[config.mk]
export PLATFORM = sky130hd
export DESIGN_NAME = dual_port_ram_disp
export DESIGN_NICKNAME = d
export VERILOG_FILES = /design/src/rtl/dual_port_ram_disp.sv
export SDC_FILE = /design/constraint.sdc
export NUM_CORES = 1
export LEC_CHECK = 0
export ABC_AREA = 1
export ABC_CLOCK_PERIOD_IN_PS = 5100
export CELL_PAD_IN_SITES_DETAIL_PLACEMENT = 0
export CELL_PAD_IN_SITES_GLOBAL_PLACEMENT = 1
export CORE_MARGIN = 2
export CORE_UTILIZATION = 51
export DETAILED_ROUTE_END_ITERATION = 7
export DONT_BUFFER_PORTS = 1
export PLACE_DENSITY_LB_ADDON = 0.12
export SLEW_MARGIN = 20
export SYNTH_ARGS = -nofsm -noshare
export SYNTH_HDL_FRONTEND = slang
export SYNTH_SLANG_ARGS = --single-unit
[constraint.sdc]
create_clock -name clk -period 5.1 [get_ports clk]
set_input_delay 1.02 -clock clk [delete_from_list [all_inputs] [get_ports clk]]
set_output_delay 1.02 -clock clk [all_outputs]
set_load 0.02 [all_outputs]
[src/rtl/dual_port_ram_disp.sv]
// dual_port_ram_disp: true dual-port RAM with registered reads, deterministic
// write-collision and read-during-write behaviour, a clear sequence after
// reset, and a 4-digit multiplexed seven-segment display of both ports.
module dual_port_ram_disp #(
    parameter int DATA_W   = 4,
    parameter int ADDR_W   = 4,
    parameter int RDW_MODE = 0,
    parameter int SCAN_DIV = 50000
) (
    input  logic              clk,
    input  logic              rst,
    input  logic              we_a,
    input  logic              oe_a,
    input  logic [ADDR_W-1:0] addr_a,
    input  logic [DATA_W-1:0] din_a,
    output logic [DATA_W-1:0] dout_a,
    input  logic              we_b,
    input  logic              oe_b,
    input  logic [ADDR_W-1:0] addr_b,
    input  logic [DATA_W-1:0] din_b,
    output logic [DATA_W-1:0] dout_b,
    output logic              busy,
    output logic              collision,
    output logic [3:0]        sm_wei,
    output logic [7:0]        sm_duan
);

    localparam int DEPTH = 1 << ADDR_W;
    localparam int DIV_W = (SCAN_DIV > 2) ? $clog2(SCAN_DIV) : 1;

    typedef enum logic {CLEAR, RUN} state_t;

    state_t            state;
    state_t            state_next;
    logic [ADDR_W-1:0] clr_addr;
    logic [DATA_W-1:0] mem [DEPTH];
    logic [DATA_W-1:0] rd_a;
    logic [DATA_W-1:0] rd_b;
    logic              wr_collide;
    logic [DIV_W-1:0]  div_cnt;
    logic [1:0]        digit;
    logic [3:0]        nibble;

    function automatic logic [7:0] hex_to_seg(input logic [3:0] v);
        case (v)
            4'h0: return 8'hC0;
            4'h1: return 8'hF9;
            4'h2: return 8'hA4;
            4'h3: return 8'hB0;
            4'h4: return 8'h99;
            4'h5: return 8'h92;
            4'h6: return 8'h82;
            4'h7: return 8'hF8;
            4'h8: return 8'h80;
            4'h9: return 8'h90;
            4'hA: return 8'h88;
            4'hB: return 8'h83;
            4'hC: return 8'hC6;
            4'hD: return 8'hA1;
            4'hE: return 8'h86;
            default: return 8'h8E;
        endcase
    endfunction

    assign busy       = (state == CLEAR);
    assign wr_collide = we_a && we_b && (addr_a == addr_b);

    // State register; reset always restarts the clear sequence
    always_ff @(posedge clk) begin
        if (rst) state <= CLEAR;
        else     state <= state_next;
    end

    // Leave CLEAR on the edge that wipes the last word
    always_comb begin
        state_next = state;
        if (state == CLEAR && clr_addr == '1) state_next = RUN;
    end

    // Clear address walks through every word while clearing, parked at 0 in reset
    always_ff @(posedge clk) begin
        if (rst)                 clr_addr <= '0;
        else if (state == CLEAR) clr_addr <= clr_addr + 1'b1;
    end

    // Memory writes; port A is written last so it wins a same-address collision
    always_ff @(posedge clk) begin
        if (!rst) begin
            if (state == CLEAR) begin
                mem[clr_addr] <= '0;
            end else begin
                if (we_b) mem[addr_b] <= din_b;
                if (we_a) mem[addr_a] <= din_a;
            end
        end
    end

    // Read data source: old contents, or the word being stored when forwarding new data
    always_comb begin
        rd_a = mem[addr_a];
        rd_b = mem[addr_b];
        if (RDW_MODE != 0) begin
            if (we_b && addr_b == addr_a) rd_a = din_b;
            if (we_a)                     rd_a = din_a;
            if (we_b)                     rd_b = din_b;
            if (we_a && addr_a == addr_b) rd_b = din_a;
        end
    end

    // Registered read ports and collision flag, held at zero while clearing
    always_ff @(posedge clk) begin
        if (rst || state == CLEAR) begin
            dout_a    <= '0;
            dout_b    <= '0;
            collision <= 1'b0;
        end else begin
            dout_a    <= oe_a ? rd_a : '0;
            dout_b    <= oe_b ? rd_b : '0;
            collision <= wr_collide;
        end
    end

    // Scan divider: each digit stays selected for SCAN_DIV cycles
    always_ff @(posedge clk) begin
        if (rst) begin
            div_cnt <= '0;
            digit   <= 2'd0;
        end else if (div_cnt == DIV_W'(SCAN_DIV - 1)) begin
            div_cnt <= '0;
            digit   <= digit + 2'd1;
        end else begin
            div_cnt <= div_cnt + 1'b1;
        end
    end

    // Pick the low nibble shown by the current digit, zero-extending narrow fields
    always_comb begin
        nibble = 4'h0;
        case (digit)
            2'd0:    nibble = 4'(dout_a);
            2'd1:    nibble = 4'(dout_b);
            2'd2:    nibble = 4'(addr_a);
            default: nibble = 4'(addr_b);
        endcase
    end

    // Registered digit select and segment pattern, both active-low
    always_ff @(posedge clk) begin
        if (rst) begin
            sm_wei  <= 4'hF;
            sm_duan <= 8'hFF;
        end else begin
            sm_wei  <= ~(4'b0001 << digit);
            sm_duan <= hex_to_seg(nibble);
        end
    end

endmodule

==> impl_summary.md <==
Clock network
The clock insertion delay at the later pin of the skew report is 360 ps. Counting along the longest clock path gives a buffer depth of 2. TritonCTS built the clock tree. The TritonCTS sink count is 107. The H-tree generated during clock tree synthesis spans 3 levels.

The total CTS buffers is 9. The hold buffer count at CTS is 0. In this run the post-CTS setup repair buffer count came out at 0. The clock-pin slew on the worst setup and hold paths is 70 ps. The cell sitting at the root of the clock tree is a sky130_fd_sc_hd__clkbuf_16. Post-CTS repair changed the size of 0 cells.

Floorplanning
44 I/O pins were placed. The die width is 117 µm. Measured along the y axis, the die boundary spans 117 µm. The overall die area is 13700 µm². The initial cell density of the core is 51.9%. The number of placement rows is 41. The area of the core region is 12500 µm².

Power and ir drop
The power density over the cells is 255 nW/µm². In this run the static leakage power is 2.73 nW. The part of the power in combinational logic is 7.6%.

Total power for the finished layout comes to 1.73 mW. The net switching fraction of the power is 25.4%. The internal power of the cells is 1.29 mW. The net switching power is 439 µW. Sequential cells account for 53.9% of the total power. The maximum VDD drop is 0.161 mV.

Of the total power, the clock network draws 38.4%.

GRT
The number of antenna violations at the first check in global routing was 0. The aggregate global-route resource usage is 28.4%. The first-pass GRT wire length is 28800 µm. The largest net degree at the start of global routing is 53. The number of global-route vias before repair is 5297.

The total grt overflow is 0.

Placement
Counting tap cells, the placed design contains a total of 1031 instances. Port buffering added 0 buffers. After legalization and detailed placement, the total HPWL measured 13500 µm. At the end of routability-driven placement, the weighted congestion stood at 0.937.

Min path
In this run the most critical hold path is launched from div_cnt[0]$_SDFF_PP0_. The path class of the lowest-slack min-delay path is reg -> reg.

Final layout
The number of cells in the finished layout apart from fillers is 1047. Leaving out fill and tap cells, the most frequent cells in the layout are sky130_fd_sc_hd__nand2_1 (312), sky130_fd_sc_hd__o21ai_0 (102), sky130_fd_sc_hd__nand3_1 (102), sky130_fd_sc_hd__inv_1 (86), sky130_fd_sc_hd__edfxtp_1 (64). Relative to the synthesized area, the layout overhead comes to 4.22%. The number of antenna diodes in the final layout is 0. The count of nets after finishing is 905. The fraction of layout cells with a size suffix above 1 is 5.03%. Leaving out fill and tap cells, the most frequent cell in the layout is sky130_fd_sc_hd__nand2_1.

Logic synthesis
Of the synthesized area, sequential elements account for 42.8%. The post-synthesis instance area is 6500 µm². The most used flip-flop cell after synthesis is sky130_fd_sc_hd__edfxtp_1. The number of warnings reported in the yosys synthesis log is 0.

The netlist uses 37 different library cells. In the synthesized netlist the async set-or-reset flop fraction comes to 0%. The total of flip-flops plus latches after synthesis is 107. The synthesized area per cell is 7.22 µm².

The gate count of the mapped netlist is 900. The number of enable-type register cells in the synthesized netlist is 64. The net count after synthesis is 935.

Timing
The number of failing setup endpoints in the final timing report is 0. The clock period minus worst slack is 2580 ps. After routing, the total negative slack on setup checks comes to 0 ps. After layout, the worst path uses 50.7% of the clock period. The worst pin sits at a relative slew slack of 43.4%. Setup repair after global routing left no endpoint under its margin.

The transition time at the pin with the least slew margin is 846 ps. Clock skew on the completed layout was measured at 7.02 ps. Based on the critical path, the design can be clocked at up to 387 MHz. The hold violation total from the final report is 0. The final number of max-transition violations was 0.

Outcome
The run finished with clean final reports.

Worst setup path
The critical path is of the in -> reg type. The startpoint identified for the worst register-to-register timing path is digit[0]$_SDFFE_PP0N_. The largest driver fanout on the critical path is 52. The critical path data required time is 5360 ps.

Tracing the worst setup path back leads to its startpoint at addr_a[0]. The critical path launch point type is an input pin. STA classifies the critical path endpoint as a register. STA puts the critical path data arrival time at 2850 ps.

Route
In the final routed layout, each cell accounts on average for 17.8 µm. The final route contains 5917 vias. The number of antenna-violating nets in the routed design is 0. For this run, design rule violations remaining after detail routing come to 0. The first detailed-routing pass took 6 iterations. The aggregate routed wire length is 18600 µm. The per-cell via count in the routed design is 5.65. For this block, the initial DRC count from the detailed router was 709.

Job
Across the run, the number of max-cap violations was 0.
[cells in the mapped netlist, types with 3 or more instances]
master	number	area share [%]
sky130_fd_sc_hd__dfxtp_1	43	13
sky130_fd_sc_hd__buf_6	3	0.52
sky130_fd_sc_hd__nor2_1	37	2.1
sky130_fd_sc_hd__nand2_1	312	18
sky130_fd_sc_hd__inv_2	3	0.17
sky130_fd_sc_hd__o21ai_0	102	7.9
sky130_fd_sc_hd__nand3_1	102	7.9
sky130_fd_sc_hd__nor2_4	4	0.69
sky130_fd_sc_hd__nor3_1	9	0.69
sky130_fd_sc_hd__o21ai_1	12	0.92
sky130_fd_sc_hd__nor3_4	4	1.0
sky130_fd_sc_hd__ha_1	13	2.5
sky130_fd_sc_hd__inv_1	86	5.0
sky130_fd_sc_hd__nand2_2	6	0.58
sky130_fd_sc_hd__nand4_1	17	1.6
sky130_fd_sc_hd__a21oi_1	21	1.6
sky130_fd_sc_hd__buf_2	13	1.0
sky130_fd_sc_hd__buf_4	7	0.81
sky130_fd_sc_hd__edfxtp_1	64	30
sky130_fd_sc_hd__clkbuf_1	18	1.0
[final timing paths]
kind	depth (start not counted)	slack, ps	to
max	8	2520	sm_duan[1]$_SDFF_PP1_
min reg2reg	1	450	div_cnt[0]$_SDFF_PP0_
max reg2reg	11	2730	sm_duan[3]$_SDFF_PP1_
min	1	450	div_cnt[0]$_SDFF_PP0_
[sequential cells by signal, indices dropped and copies added, names as in the netlist]
signal     count
clr_addr       4
sm_wei         4
dout_a         4
dout_b         4
sm_duan        7
div_cnt       16
mem           64
digit          2
collision      1
state          1
[per-stage QoR]
stage	util (%)	setup slack, ps	hold WS (ps)	cell area [µm²]
after detailed placement	51.9	2170	444	6500
after CTS	54.1	2560	452	6770
after global routing	54.1	2360	481	6770
after floorplan	-	2580	417	6500
after global placement	51.9	2280	429	6500
final	54.1	2520	451	6770
[critical path: stages]
cell,delay [ps]
sky130_fd_sc_hd__inv_1,540
sky130_fd_sc_hd__o21ai_0,260
sky130_fd_sc_hd__o21ai_1,380
sky130_fd_sc_hd__ha_1,310
sky130_fd_sc_hd__inv_1,70
sky130_fd_sc_hd__nor2_1,50
sky130_fd_sc_hd__a21oi_1,130
sky130_fd_sc_hd__nand2_1,60
[layout make-up]
cell class	count	area (µm²)
inverter	89	334
sequential	107	2780
clock inverter	7	52.6
fill	1248	5740
multi-input combinational	663	3160
clock buffer	9	225
tap	172	215
[power groups by stage]
stage | Sequential, mW | Combinational, mW | Clock [mW]
2_1_floorplan | 0.949 | 0.115 | 0
3_3_place_gp | 0.953 | 0.129 | 0
3_5_place_dp | 0.953 | 0.130 | 0
4_1_cts | 0.933 | 0.130 | 0.674
5_1_grt | 0.935 | 0.148 | 0.704
6_report | 0.934 | 0.132 | 0.665
[routing by layer]
metal	share of wire [%]	wire [µm]	global-route usage, %	vias to the layer above
li1	-	-	-	2901
met1	44	8250	40.1	2708
met2	44	8160	43.0	278
met3	9.4	1740	6.28	30
met4	2.4	450	10.7	0
met5	0	0	0	-
[cells by family after synthesis]
group | Yosys count | synth area share [%]
buf+inv | 130 | 8.51
compound gates | 144 | 11.6
other cells | 1 | 0.0577
xor+xnor | 2 | 0.270
flops | 107 | 42.8
fa+ha+maj | 13 | 2.50
simple gates | 503 | 34.3
Note: power is estimated with default switching activity, not from simulation.
